### src/rtl/b2b_event_arbiter.sv
// Event-granular round-robin merge of N FIFOs into one write port; read-to-write latency 2 cycles.
// Backpressure: out_almost_full gates new reads only; an in-flight word is still written.
module b2b_event_arbiter #(
  parameter int DATA_WIDTH = 65,
  parameter int N_INPUTS   = 4,
  parameter int SEL_BITS   = $clog2(N_INPUTS)
) (
  input  logic                                clock,
  input  logic                                reset_n,
  input  logic                                enable,
  input  logic [N_INPUTS-1:0][DATA_WIDTH-1:0] in_data,
  input  logic [N_INPUTS-1:0]                 in_empty,
  output logic [N_INPUTS-1:0]                 in_rd_req,
  output logic [DATA_WIDTH-1:0]               out_data,
  output logic                                out_wren,
  input  logic                                out_almost_full,
  output logic [SEL_BITS-1:0]                 grant_id,
  output logic                                busy,
  output logic [31:0]                         events_forwarded,
  output logic                                protocol_error
);

  typedef enum logic {IDLE, STREAM} state_t;

  state_t                state_q, state_d;
  logic [SEL_BITS-1:0]   rr_q, rr_d;
  logic [SEL_BITS-1:0]   grant_q, grant_d;
  logic                  rd_valid_q, rd_valid_d;
  logic                  first_q, first_d;
  logic [DATA_WIDTH-1:0] out_data_q, out_data_d;
  logic                  out_wren_q, out_wren_d;
  logic [31:0]           events_q, events_d;
  logic                  perr_q, perr_d;

  logic [DATA_WIDTH-1:0] g_data;
  logic                  g_soe, g_eoe, eoe_hit;
  logic                  pick_vld;
  logic [SEL_BITS-1:0]   pick_idx;

  function automatic logic [SEL_BITS-1:0] wrap_add(input logic [SEL_BITS-1:0] base, input int off);
    int s;
    s = int'(base) + off;
    if (s >= N_INPUTS) s = s - N_INPUTS;
    return SEL_BITS'(s);
  endfunction

  assign g_data = in_data[grant_q];
  assign g_soe  = g_data[DATA_WIDTH-1] & g_data[DATA_WIDTH-2];
  assign g_eoe  = g_data[DATA_WIDTH-1] & g_data[DATA_WIDTH-3];

  // Walk downward so the candidate nearest rr is the last one written and wins.
  always_comb begin
    pick_vld = 1'b0;
    pick_idx = '0;
    for (int k = N_INPUTS - 1; k >= 0; k--) begin
      if (!in_empty[wrap_add(rr_q, k)]) begin
        pick_vld = 1'b1;
        pick_idx = wrap_add(rr_q, k);
      end
    end
  end

  always_comb begin
    state_d    = state_q;
    rr_d       = rr_q;
    grant_d    = grant_q;
    first_d    = first_q;
    in_rd_req  = '0;
    out_wren_d = 1'b0;
    out_data_d = out_data_q;
    events_d   = events_q;
    perr_d     = perr_q;
    eoe_hit    = rd_valid_q & g_eoe;

    case (state_q)
      IDLE: begin
        if (enable && pick_vld) begin
          state_d = STREAM;
          grant_d = pick_idx;
          first_d = 1'b1;
        end
      end
      STREAM: begin
        // Stopping on the EOE data itself keeps the next event's header in its FIFO.
        in_rd_req[grant_q] = !in_empty[grant_q] & !out_almost_full & !eoe_hit;
        if (eoe_hit) begin
          state_d = IDLE;
          rr_d    = wrap_add(grant_q, 1);
        end
      end
      default: state_d = IDLE;
    endcase

    rd_valid_d = in_rd_req[grant_q];

    if (rd_valid_q) begin
      out_wren_d = 1'b1;
      out_data_d = g_data;
      if (g_eoe) events_d = events_q + 32'd1;
      if (first_q) begin
        first_d = 1'b0;
        if (!g_soe) perr_d = 1'b1;
      end else if (g_soe) begin
        perr_d = 1'b1;
      end
    end
  end

  always_ff @(posedge clock or negedge reset_n) begin
    if (!reset_n) begin
      state_q    <= IDLE;
      rr_q       <= '0;
      grant_q    <= '0;
      rd_valid_q <= 1'b0;
      first_q    <= 1'b0;
      out_data_q <= '0;
      out_wren_q <= 1'b0;
      events_q   <= '0;
      perr_q     <= 1'b0;
    end else begin
      state_q    <= state_d;
      rr_q       <= rr_d;
      grant_q    <= grant_d;
      rd_valid_q <= rd_valid_d;
      first_q    <= first_d;
      out_data_q <= out_data_d;
      out_wren_q <= out_wren_d;
      events_q   <= events_d;
      perr_q     <= perr_d;
    end
  end

  assign out_data         = out_data_q;
  assign out_wren         = out_wren_q;
  assign grant_id         = grant_q;
  assign busy             = (state_q == STREAM);
  assign events_forwarded = events_q;
  assign protocol_error   = perr_q;

endmodule

### config.mk
export PLATFORM = sky130hd
export DESIGN_NAME = b2b_event_arbiter
export DESIGN_NICKNAME = d
export VERILOG_FILES = /design/src/rtl/b2b_event_arbiter.sv
export SDC_FILE = /design/constraint.sdc
export NUM_CORES = 1
export LEC_CHECK = 0
export ABC_AREA = 1
export CORE_AREA = 2 2 146 148
export DETAILED_ROUTE_END_ITERATION = 16
export DIE_AREA = 0 0 148 150
export HOLD_SLACK_MARGIN = 0.15
export PLACE_DENSITY = 0.8
export SYNTH_ARGS = -nofsm -noshare
export SYNTH_HDL_FRONTEND = slang
export SYNTH_SLANG_ARGS = --single-unit
### constraint.sdc
create_clock -name clock -period 2.4 [get_ports clock]
set_input_delay 0.6 -clock clock [delete_from_list [all_inputs] [get_ports clock]]
set_output_delay 0.6 -clock clock [all_outputs]
set_load 0.02 [all_outputs]
# After elaboration in Yosys (flattened, before gate mapping)

Cells that the tools add are included.

Word-level logic and storage cells: 89
Output and inout bits: 106
Register bits after elaboration: 106
Input port bits: 268

Bitwise operators: 7
Mux-type cells: 41
Reduce and logical (&&, ||, !) cells: 10
$lt $le $gt $ge: 11
Eq/ne operators: 1
$add $sub $neg: 10

Operators by type and width:

| kind                                                 | number |
|---|---|
| binary-select mux 65 bit (select 2 bit)              | 1 |
| 2-to-1 mux 65 bit                                    | 1 |
| adder 32 x 1 -> 32 bit (second input constant)       | 1 |
| 2-to-1 mux 1 bit                                     | 21 |
| 2-to-1 mux 2 bit                                     | 9 |
| < comparator 2 x 3 -> 1 bit (second input constant)  | 5 |
| binary-select mux 1 bit (select 2 bit)               | 6 |
| >= comparator 3 bit (second input constant)          | 4 |
| subtractor 2 x 1 -> 2 bit (second input constant)    | 5 |
| adder 2 x 1 -> 3 bit (second input constant)         | 2 |
| adder 2 x 2 -> 3 bit (second input constant)         | 2 |
| AND reduction 2 bit                                  | 3 |
| bitwise AND 1 bit                                    | 5 |
| bitwise AND 4 bit                                    | 1 |
| 2-to-1 mux 4 bit                                     | 1 |
| >= comparator 2 x 3 -> 1 bit (second input constant) | 1 |
| logical NOT 1 bit                                    | 3 |
| AND reduction 3 bit                                  | 1 |
| demux 1 bit (select 2 bit)                           | 1 |
| >= comparator 2 x 1 -> 1 bit (second input constant) | 1 |
| logical AND 1 bit                                    | 2 |
| inequality test 2 bit (second input constant)        | 1 |
| one-hot mux 1 bit (2 select lines)                   | 1 |
| nonzero test 2 bit                                   | 1 |
| NOT 1 bit                                            | 1 |

# Longest topological paths before layout

Gate-level depths: netlist of run 1.

Depth in word-level cells: 14
Gate-level depth with buffers: 12
Mapped depth without buffers: 11

# Worst setup path before layout of run 1

OpenSTA, ideal clock, no wires.

Path kind: register to output
Start: register grant_q[0], in the netlist grant_id[0]
End: output in_rd_req[0]
Setup slack: 0.077 ns
Arrival: 1.723 ns
Cell stages (with the launch flop): 10
Required time: 1.800 ns
Path buffers: 3
Cell sequence: dfrtp_1 -> inv_2 -> buf_6 -> buf_2 -> clkbuf_1 -> ha_1 -> inv_1 -> nor2_1 -> nand3_1 -> inv_1

Longest elaborated chain between the ends: 8
Elaborated cells between the ends (all ways): 17
Those cells by class: order compare: 2; mux: 7; bitwise: 5; reduce/logical: 3

RTL lines:

| element                                 | RTL line | source |
|---|---|---|
| start: declaration                      | 27       | `logic [SEL_BITS-1:0] grant_q, grant_d;` |
| start signal: assignment                | 123      | `grant_q <= grant_d;` |
| binary-select mux 65 bit (select 2 bit) | 47       | `assign g_data = in_data[grant_q];` |
| 2-to-1 mux 65 bit (not written as such) | 47       |  |
| bitwise AND 1 bit                       | 49       | `assign g_eoe = g_data[DATA_WIDTH-1] & g_data[DATA_WIDTH-3];` |
| bitwise AND 1 bit                       | 73       | `eoe_hit = rd_valid_q & g_eoe;` |
| logical NOT 1 bit                       | 85       | `in_rd_req[grant_q] = !in_empty[grant_q] & !out_almost_full & !eoe_hit;` |
| bitwise AND 1 bit                       | 85       |  |
| bitwise AND 4 bit (no line) *           | n/a      |  |
| 2-to-1 mux 4 bit *                      | 75       | `case (state_q)` |
| end: declaration                        | 13       | `output logic [N_INPUTS-1:0] in_rd_req,` |

Mark *: on every way between the ends. The rest lies on a longest branch, timed or not. The select of a mux whose other input is x is not followed.

# Worst setup path after layout of run 1

Start: input in_empty[1]
End: output in_rd_req[3]

Longest elaborated chain between the ends: 7

RTL lines:

| element                                | RTL line | source |
|---|---|---|
| start: declaration                     | 12       | `input logic [N_INPUTS-1:0] in_empty,` |
| binary-select mux 1 bit (select 2 bit) | 85       |  |
| 2-to-1 mux 1 bit (not written as such) | 85       |  |
| logical NOT 1 bit                      | 85       |  |
| bitwise AND 1 bit (2 in a row)         | 85       |  |
| bitwise AND 4 bit (no line)            | n/a      |  |
| 2-to-1 mux 4 bit                       | 75       |  |

No other way between the ends. The select of a mux whose other input is x is not followed.

==> results.md, run 1 <==
- WL met1: 10.6 mm
- All-layer global routing usage: 23.1%
- FF-to-FF End: events_forwarded[26]
- Routed wl met2: 13.1 mm
- Critical path type: in2out
- Fin nets: 1653
- CP startpoint kind: primary input
- Synth Warn #: 0
- WL met3: 1.68 mm
- Die W: 148 um
- Sink Count: 106
- PortBufs: 373
- WHS: 0.479 ns
- Vias/cell: 4.92
- DR vias: 8156
- Post-route DRC: 0
- Kind of end point of the critical path: output pin
- Mapped Area: 6830 um2
- Area growth from synthesis to layout: 65.5%
- Compound-cell area share of the yosys netlist: 16.6%
- Final min period: 2.46 ns
- Critical Path Start: in_empty[1]
- Worst path max stage delay: 0.42 ns
- FF+latch count, synth: 106
- Min-delay src: protocol_error
- Worst path slowest cell: clkdlybuf4s50_1
- Relative slew slack: 44.4%
- R2R setup slack: 0.41 ns
- Seq/Total Area, Yosys: 38.8%
- Synthesized-area fraction occupied by adder cells: 0.915%
- H-tree levels: 3
- Yosys cell types: 26
- Crit-path cells: clkdlybuf4s50_1 > nand2_1 > nand3_1 > nand2_2 > nand2_4 > nor2_4 > nand3_2 > inv_1 > buf_6
- Multi-input gate area: 3750 um2
- CTS Buf Count: 9
- Hold Path Sink: protocol_error
- Hold Violations, Final: 0
- Tightest Pin Transition: 0.834 ns
- Layout Skew: 0.00893 ns
- DRT Pass-1 Iters: 5
- Vias in the first global route: 7684
- LEAKAGE: 4.76 nW
- Final setup margin: -0.0587 ns
- Ports: 374
- Routed WL per cell: 16.0 um
- Total die area: 22200 um2
- Crit-path max FO: 4
- Crit path max-delay family: buffers and inverters
- Tightest Hold Check Type: reg2reg
- Core Area: 20700 um2
- Largest family of logic cells by synthesized area: simple AND/OR/NAND/NOR gates
- CTS tree: done
- Filler cell count: 1923
- WP buf/inv: 3
- Final non-filler cell area: 11300 um2
- Worst R2R Start: grant_id[0]
- Routed WL: 26.5 mm
- Top routing layer used: met4
- Peak VDD IR: 0.000693 V
- First-pass GRT wire length: 40.3 mm
- Layout cell share with drive strength beyond 1: 6.72%
- Syn Nets: 1298
- Max Freq: 0.407 GHz
- # rows: 53
- Synth Area in XOR/XNOR: 3.72%
- Worst reg2reg path depth: 11
- Final GP Congestion: 0.909
- Core Util, Final: 54.7%
- Max Cap Viol: 0
- Failing checks: negative setup slack
- Simple-gate share of the synthesized area: 32.6%
- Die Y: 150 um
- Cells after Synth: 1025
- Mux share of post-synthesis cell area: 0%
- CP Data Required Time: 1.80 ns
- Placed Area: 10900 um2
- Clock Path Buffers: 2
- Syn avg cell area: 6.67 um2
- Power per cell area: 959 nW/um2
- Pre-CTS setup slack: -0.433 ns
- Total gr overflow: 0
- Storage element area: 2660 um2
- Final Max Tran Viols: 0
- Reg clk slew, reported paths: 0.07 ns
- Clk Latency, worst-skew pair: 0.35 ns
- Initial Utilization: 33.0%
- Post-DP HPWL: 20.4 mm
- Post-route ant nets: 0
- Initial drt markers: 452
- Initial antenna violation count: 1
- Fin crit share: 102%
- WHS Path Cells: 1
- Final setup fails: 3
- Critical path arrival: 1.86 ns
- Clk root buf: clkbuf_16
- Pin count of the biggest net entering global routing: 134
- Outcome: finished, violations left
-- cell usage after synthesis (all sizes together) --
cell	instances	area share, %
xnor2	6	0.77
nand3b	4	0.44
nor2	356	20
buf	31	2.3
nand3	23	1.8
dfrtp	106	39
nor3	18	1.8
nand2	147	8.2
o21ai	141	10
clkbuf	32	1.8
a31o	1	0.13
inv	58	3.2
ha	5	0.92
xor2	23	2.9
nand4	5	0.46
a31oi	62	5.7
a21oi	7	0.51
-- per-stage QoR --
step           power [W]  instances  setup TNS, ns
2_1_floorplan    0.00645       1025              0
3_3_place_gp     0.00912       1635          -1.46
3_5_place_dp     0.00923       1635          -1.62
4_1_cts           0.0108       1651              0
5_1_grt           0.0116       1659         -0.219
6_report          0.0108       1659        -0.0889
-- power breakdown --
group	internal, W	switching [W]
Combinational	0.00269	0.00377
Clock	0.000852	0.000654
Sequential	0.00244	0.000441
Total	0.00598	0.00486
-- flip-flops by register name, indices dropped and copies added, names as in the netlist --
name	count
out_data	65
grant_id	2
protocol_error	1
busy	1
out_wren	1
events_forwarded	32
first_q	1
rr_q	2
rd_valid_q	1
-- cells in the final DEF, fill, tap and decap left out, types with 7 or more instances in the layout --
cell             instances
inv_1                   48
nor2_1                 349
o21ai_0                139
buf_4                   30
nor3_1                  12
xor2_1                  23
clkdlybuf4s50_1        366
dfrtp_1                103
inv_2                    9
clkbuf_16                9
a21oi_1                  7
a31oi_1                 62
nand3_1                 16
nand2_1                140
-- layer usage --
| layer | up-vias | GRT usage (%) |
|---|---|---|
| li1 | 4022 | - |
| met1 | 3740 | 28.3 |
| met2 | 329 | 39.5 |
| met3 | 65 | 4.79 |
| met4 | 0 | 9.62 |
| met5 | - | 0 |
-- worst register-to-register path: stages (launching register included) --
cell     delay [ns]
dfrtp_4        0.51
buf_12         0.16
nand2_1        0.07
nand3_1        0.11
nand2_2        0.11
nand3_4        0.11
buf_4          0.15
buf_4          0.22
nor2_4         0.17
nand2_2        0.09
o21ai_1        0.12
nand2_1        0.06
-- cell families (layout without fill, tap and decap cells) --
| kind of cell | after synthesis | count (layout) |
|---|---|---|
| AND/OR/NAND/NOR | 553 | 553 |
| AO/OA/AOI/OAI | 211 | 211 |
| buffers and inverters | 121 | 479 |
| flip-flops | 106 | 106 |
| XOR/XNOR | 29 | 29 |
| adder cells (fa/ha/maj) | 5 | 5 |
| other | 0 | 1 |
-- cell type report --
cell class / count / share of cell area (%)
repair buffers: 407 / 35.7
diodes: 1 / 0.0221
flip-flops and latches: 106 / 23.5
clock buffers: 11 / 2.23
inverters: 58 / 1.97
multi-input cells: 798 / 33.2
clock inverters: 3 / 0.354
well taps: 275 / 3.04
-- repair_timing --
| action | 4_1_cts | 5_1_grt |
|---|---|---|
| endpoints found under the setup margin | 5 | 4 |
| pin swaps | 3 | 8 |
| setup buffers | 1 | 7 |
| hold endpoints to repair | 22 | 0 |
| resized for setup | 26 | 22 |
| hold buffers | 1 | 0 |
| cloned | 0 | 0 |
-- how the worst max path moves through the flow --
| stage | slack [ns] | cells after the start | to |
|---|---|---|---|
| 2_1_floorplan | 0.08 | 9 | in_rd_req[0] |
| 3_3_place_gp | -0.36 | 9 | in_rd_req[0] |
| 3_5_place_dp | -0.43 | 9 | in_rd_req[1] |
| 4_1_cts | 0.003 | 9 | in_rd_req[3] |
| 5_1_grt | -0.09 | 9 | in_rd_req[3] |
| 6_report | -0.06 | 9 | in_rd_req[3] |
(Power assumes the default switching activity.)
==> run 2, diff against run 1 <==
- CAP_MARGIN: unset -> 30
==> results of run 2 <==
Final layout, timing and power as in run 1 (identical DEF).
==> run 3, diff against run 2 <==
- REMOVE_ABC_BUFFERS: unset -> 1
==> run 3 against run 2 <==
  * The flow still finishes with violations (negative setup slack)
  * Cell count rose by 0.84%
  * Fmax rose by 1.0%
  * First-iteration DRC count increased by 4.4%
  * Sequential share of layout area down 0.53 points
  * Wire length is 5.8% higher
  * Global-route usage grew 0.91 points
  * Via count increased by 1.8%
  * Count of clock-buffer cells in the layout is 1 lower
  * Power grew 4.6%
==> results.md, run 3 (same netlist as run 1, synthesis figures left out) <==
- Outcome: finished, violations left (unchanged)
- Failing checks: negative setup slack (unchanged)
- Relative slew slack: 50.8% (was 44.4%)
- Seq pwr share: 25.6% (was 26.5%)
- All-layer global routing usage: 24.0% (was 23.1%)
- Vias/cell: 4.96 (was 4.92)
- PortBufs: 373 (unchanged)
- Power per cell area: 980 nW/um2 (was 959 nW/um2)
- Critical path type: in2out (unchanged)
- Routed WL: 28.0 mm (was 26.5 mm)
- Die W: 148 um (unchanged)
- Vias in the first global route: 7874 (was 7684)
- Post-route DRC: 0 (unchanged)
- First-pass GRT wire length: 41.5 mm (was 40.3 mm)
- Post-route ant nets: 0 (unchanged)
- Min-delay src: protocol_error (unchanged)
- H-tree levels: 3 (unchanged)
- Clk root buf: clkbuf_16 (unchanged)
- Area growth from synthesis to layout: 69.3% (was 65.5%)
- Routed WL per cell: 16.8 um (was 16.0 um)
- Tightest Pin Transition: 0.739 ns (was 0.834 ns)
- Final Max Tran Viols: 0 (unchanged)
- Post-route total power: 0.0113 W (was 0.0108 W)
- Initial drt markers: 472 (was 452)
- P_int: 0.00618 W (was 0.00598 W)
- WHS Path Cells: 1 (unchanged)
- Clock share of power: 14.0% (was 13.9%)
- Worst R2R Start: rd_valid_q (was grant_id[0])
- Final setup fails: 4 (was 3)
- DRT Pass-1 Iters: 5 (unchanged)
- Largest register FFs: 65 (unchanged)
- Placed Area: 10900 um2 (about the same)
- Peak VDD IR: 0.000450 V (was 0.000693 V)
- Sink Count: 106 (unchanged)
- Final setup margin: -0.0338 ns (was -0.0587 ns)
- Worst path slowest cell: clkdlybuf4s50_1 (unchanged)
- Crit-path max FO: 5 (was 4)
- Core Util, Final: 55.9% (was 54.7%)
- Cell mode on critical path: nand3_4
- Total gr overflow: 0 (unchanged)
- RSZ-0062 raised after global routing: true
- Final GP Congestion: 0.917 (was 0.909)
- Pre-CTS setup slack: -0.601 ns (was -0.433 ns)
- Layout cell share with drive strength beyond 1: 8.32% (was 6.72%)
- Comb pwr share: 60.4% (was 59.6%)
- Tightest Hold Check Type: reg2reg (unchanged)
- CTS Buf Count: 9 (unchanged)
- Crit-path cells: clkdlybuf4s50_1 > inv_1 > nand2_1 > nand3_2 > nand2_4 > nand3_4 > nand3_4 > inv_2 > buf_6 (was clkdlybuf4s50_1 > nand2_1 > nand3_1 > nand2_2 > nand2_4 > nor2_4 > nand3_2 > inv_1 > buf_6)
- NetSw: 0.00516 W (was 0.00486 W)
- Sw Share: 45.5% (was 44.8%)
- Max Freq: 0.411 GHz (was 0.407 GHz)
- Final non-filler cell area: 11600 um2 (was 11300 um2)
- Hold Violations, Final: 0 (unchanged)
- FF-to-FF End: out_data[49] (was events_forwarded[26])
- CTS tree: done (unchanged)
- Post-DP HPWL: 21.4 mm (was 20.4 mm)
- Hold Path Sink: protocol_error (unchanged)
- # rows: 53 (unchanged)
- R2R setup slack: 0.30 ns (was 0.41 ns)
- Layout Skew: 0.0151 ns (was 0.00893 ns)
- Ports: 374 (unchanged)
- DR vias: 8299 (was 8156)
- CP startpoint kind: primary input (unchanged)
- Initial Utilization: 33.0% (unchanged)
- Reg clk slew, reported paths: 0.08 ns (was 0.07 ns)
- Final min period: 2.43 ns (was 2.46 ns)
- CP Data Required Time: 1.80 ns (about the same)
- Commonest non-fill, non-tap cells in the layout: clkdlybuf4s50_1 (360), nor2_1 (349), o21ai_0 (139), nand2_1 (133), dfrtp_1 (103) (was clkdlybuf4s50_1 (366), nor2_1 (349), nand2_1 (140), o21ai_0 (139), dfrtp_1 (103))
- Fin crit share: 101% (was 102%)
- Worst reg2reg path depth: 4 (was 11)
- Pin count of the biggest net entering global routing: 75 (was 134)
- Max Cap Viol: 0 (unchanged)
- LEAKAGE: 4.90 nW (was 4.76 nW)
- Total die area: 22200 um2 (unchanged)
- Fin nets: 1663 (was 1653)
- Initial antenna violation count: 3 (was 1)
- Kind of end point of the critical path: output pin (unchanged)
- Die Y: 150 um (unchanged)
- WHS: 0.473 ns (was 0.479 ns)
- Clk Latency, worst-skew pair: 0.36 ns (was 0.35 ns)
- Clock Path Buffers: 2 (unchanged)
- Critical path arrival: 1.83 ns (was 1.86 ns)
- Worst path max stage delay: 0.45 ns (was 0.42 ns)
- Commonest non-fill, non-tap cell in the layout: clkdlybuf4s50_1 (unchanged)
- Core Area: 20700 um2 (unchanged)
run 3: changes by cell type in the layout (fill, tap and decap cells not counted), sizes merged:
| cell | delta |
|---|---|
| dlymetal6s2s | +6 |
| buf | +9 |
| clkinv | -1 |
| diode | +2 |
| bufbuf | +1 |
| inv | +2 |
| clkinvlp | +2 |
| clkdlybuf4s50 | -6 |
| clkbuf | -1 |
run 3: layout make-up:
class,instances,area (um2)
Tap cell,275,344
Timing Repair Buffer,417,4190
Multi-Input combinational cell,798,3820
Sequential cell,106,2660
Fill cell,1927,9120
Inverter,58,233
Clock buffer,10,239
Clock inverter,6,73.8
Antenna cell,3,7.51
run 3: through the flow:
| step | TNS, ns | instances |
|---|---|---|
| after floorplan | -261.96 | 962 |
| after global placement | -2.18 | 1642 |
| after detailed placement | -2.37 | 1642 |
| after CTS | -0.300 | 1662 |
| after global routing | -0.428 | 1673 |
| final | -0.0837 | 1673 |
run 3: how the worst max path moves through the flow:
stage            startpoint           end  slack (ns)  depth (start not counted)
2_1_floorplan   grant_id[0]  in_rd_req[0]       -3.39                          7
3_3_place_gp    in_data[64]  in_rd_req[0]       -0.55                          9
3_5_place_dp   in_data[194]  in_rd_req[2]       -0.60                          9
4_1_cts         in_data[64]  in_rd_req[3]       -0.13                          9
5_1_grt        in_data[129]  in_rd_req[0]       -0.13                          9
6_report       in_data[129]  in_rd_req[2]       -0.03                          9
run 3: critical path: cells and delay by family:
family | cells | cell delay (ns)
simple gates | 5 | 0.56
buf+inv | 4 | 0.67
run 3: routing by layer:
metal | routed length [um] | up-vias | GRT usage (%)
met1 | 11000 | 3832 | 29.1
met3 | 1770 | 72 | 4.36
li1 | - | 4047 | -
met4 | 1180 | 0 | 11.4
met5 | 0 | - | 0
met2 | 14100 | 348 | 41.2
run 3: power by group through the flow:
stage	combinational (W)	sequential (W)	clock [W]
4_1_cts	0.00661	0.00289	0.00161
3_5_place_dp	0.00646	0.00290	0
5_1_grt	0.00741	0.00299	0.00170
2_1_floorplan	0.00232	0.00397	0
3_3_place_gp	0.00634	0.00287	0
6_report	0.00685	0.00290	0.00159
run 3: repair_timing:
action,4_1_cts,5_1_grt
setup endpoints to repair,5,4
resized for setup,27,54
cloned,1,0
hold buffers,1,0
pin swaps,4,20
endpoints found under the hold margin,15,0
setup buffers,2,8
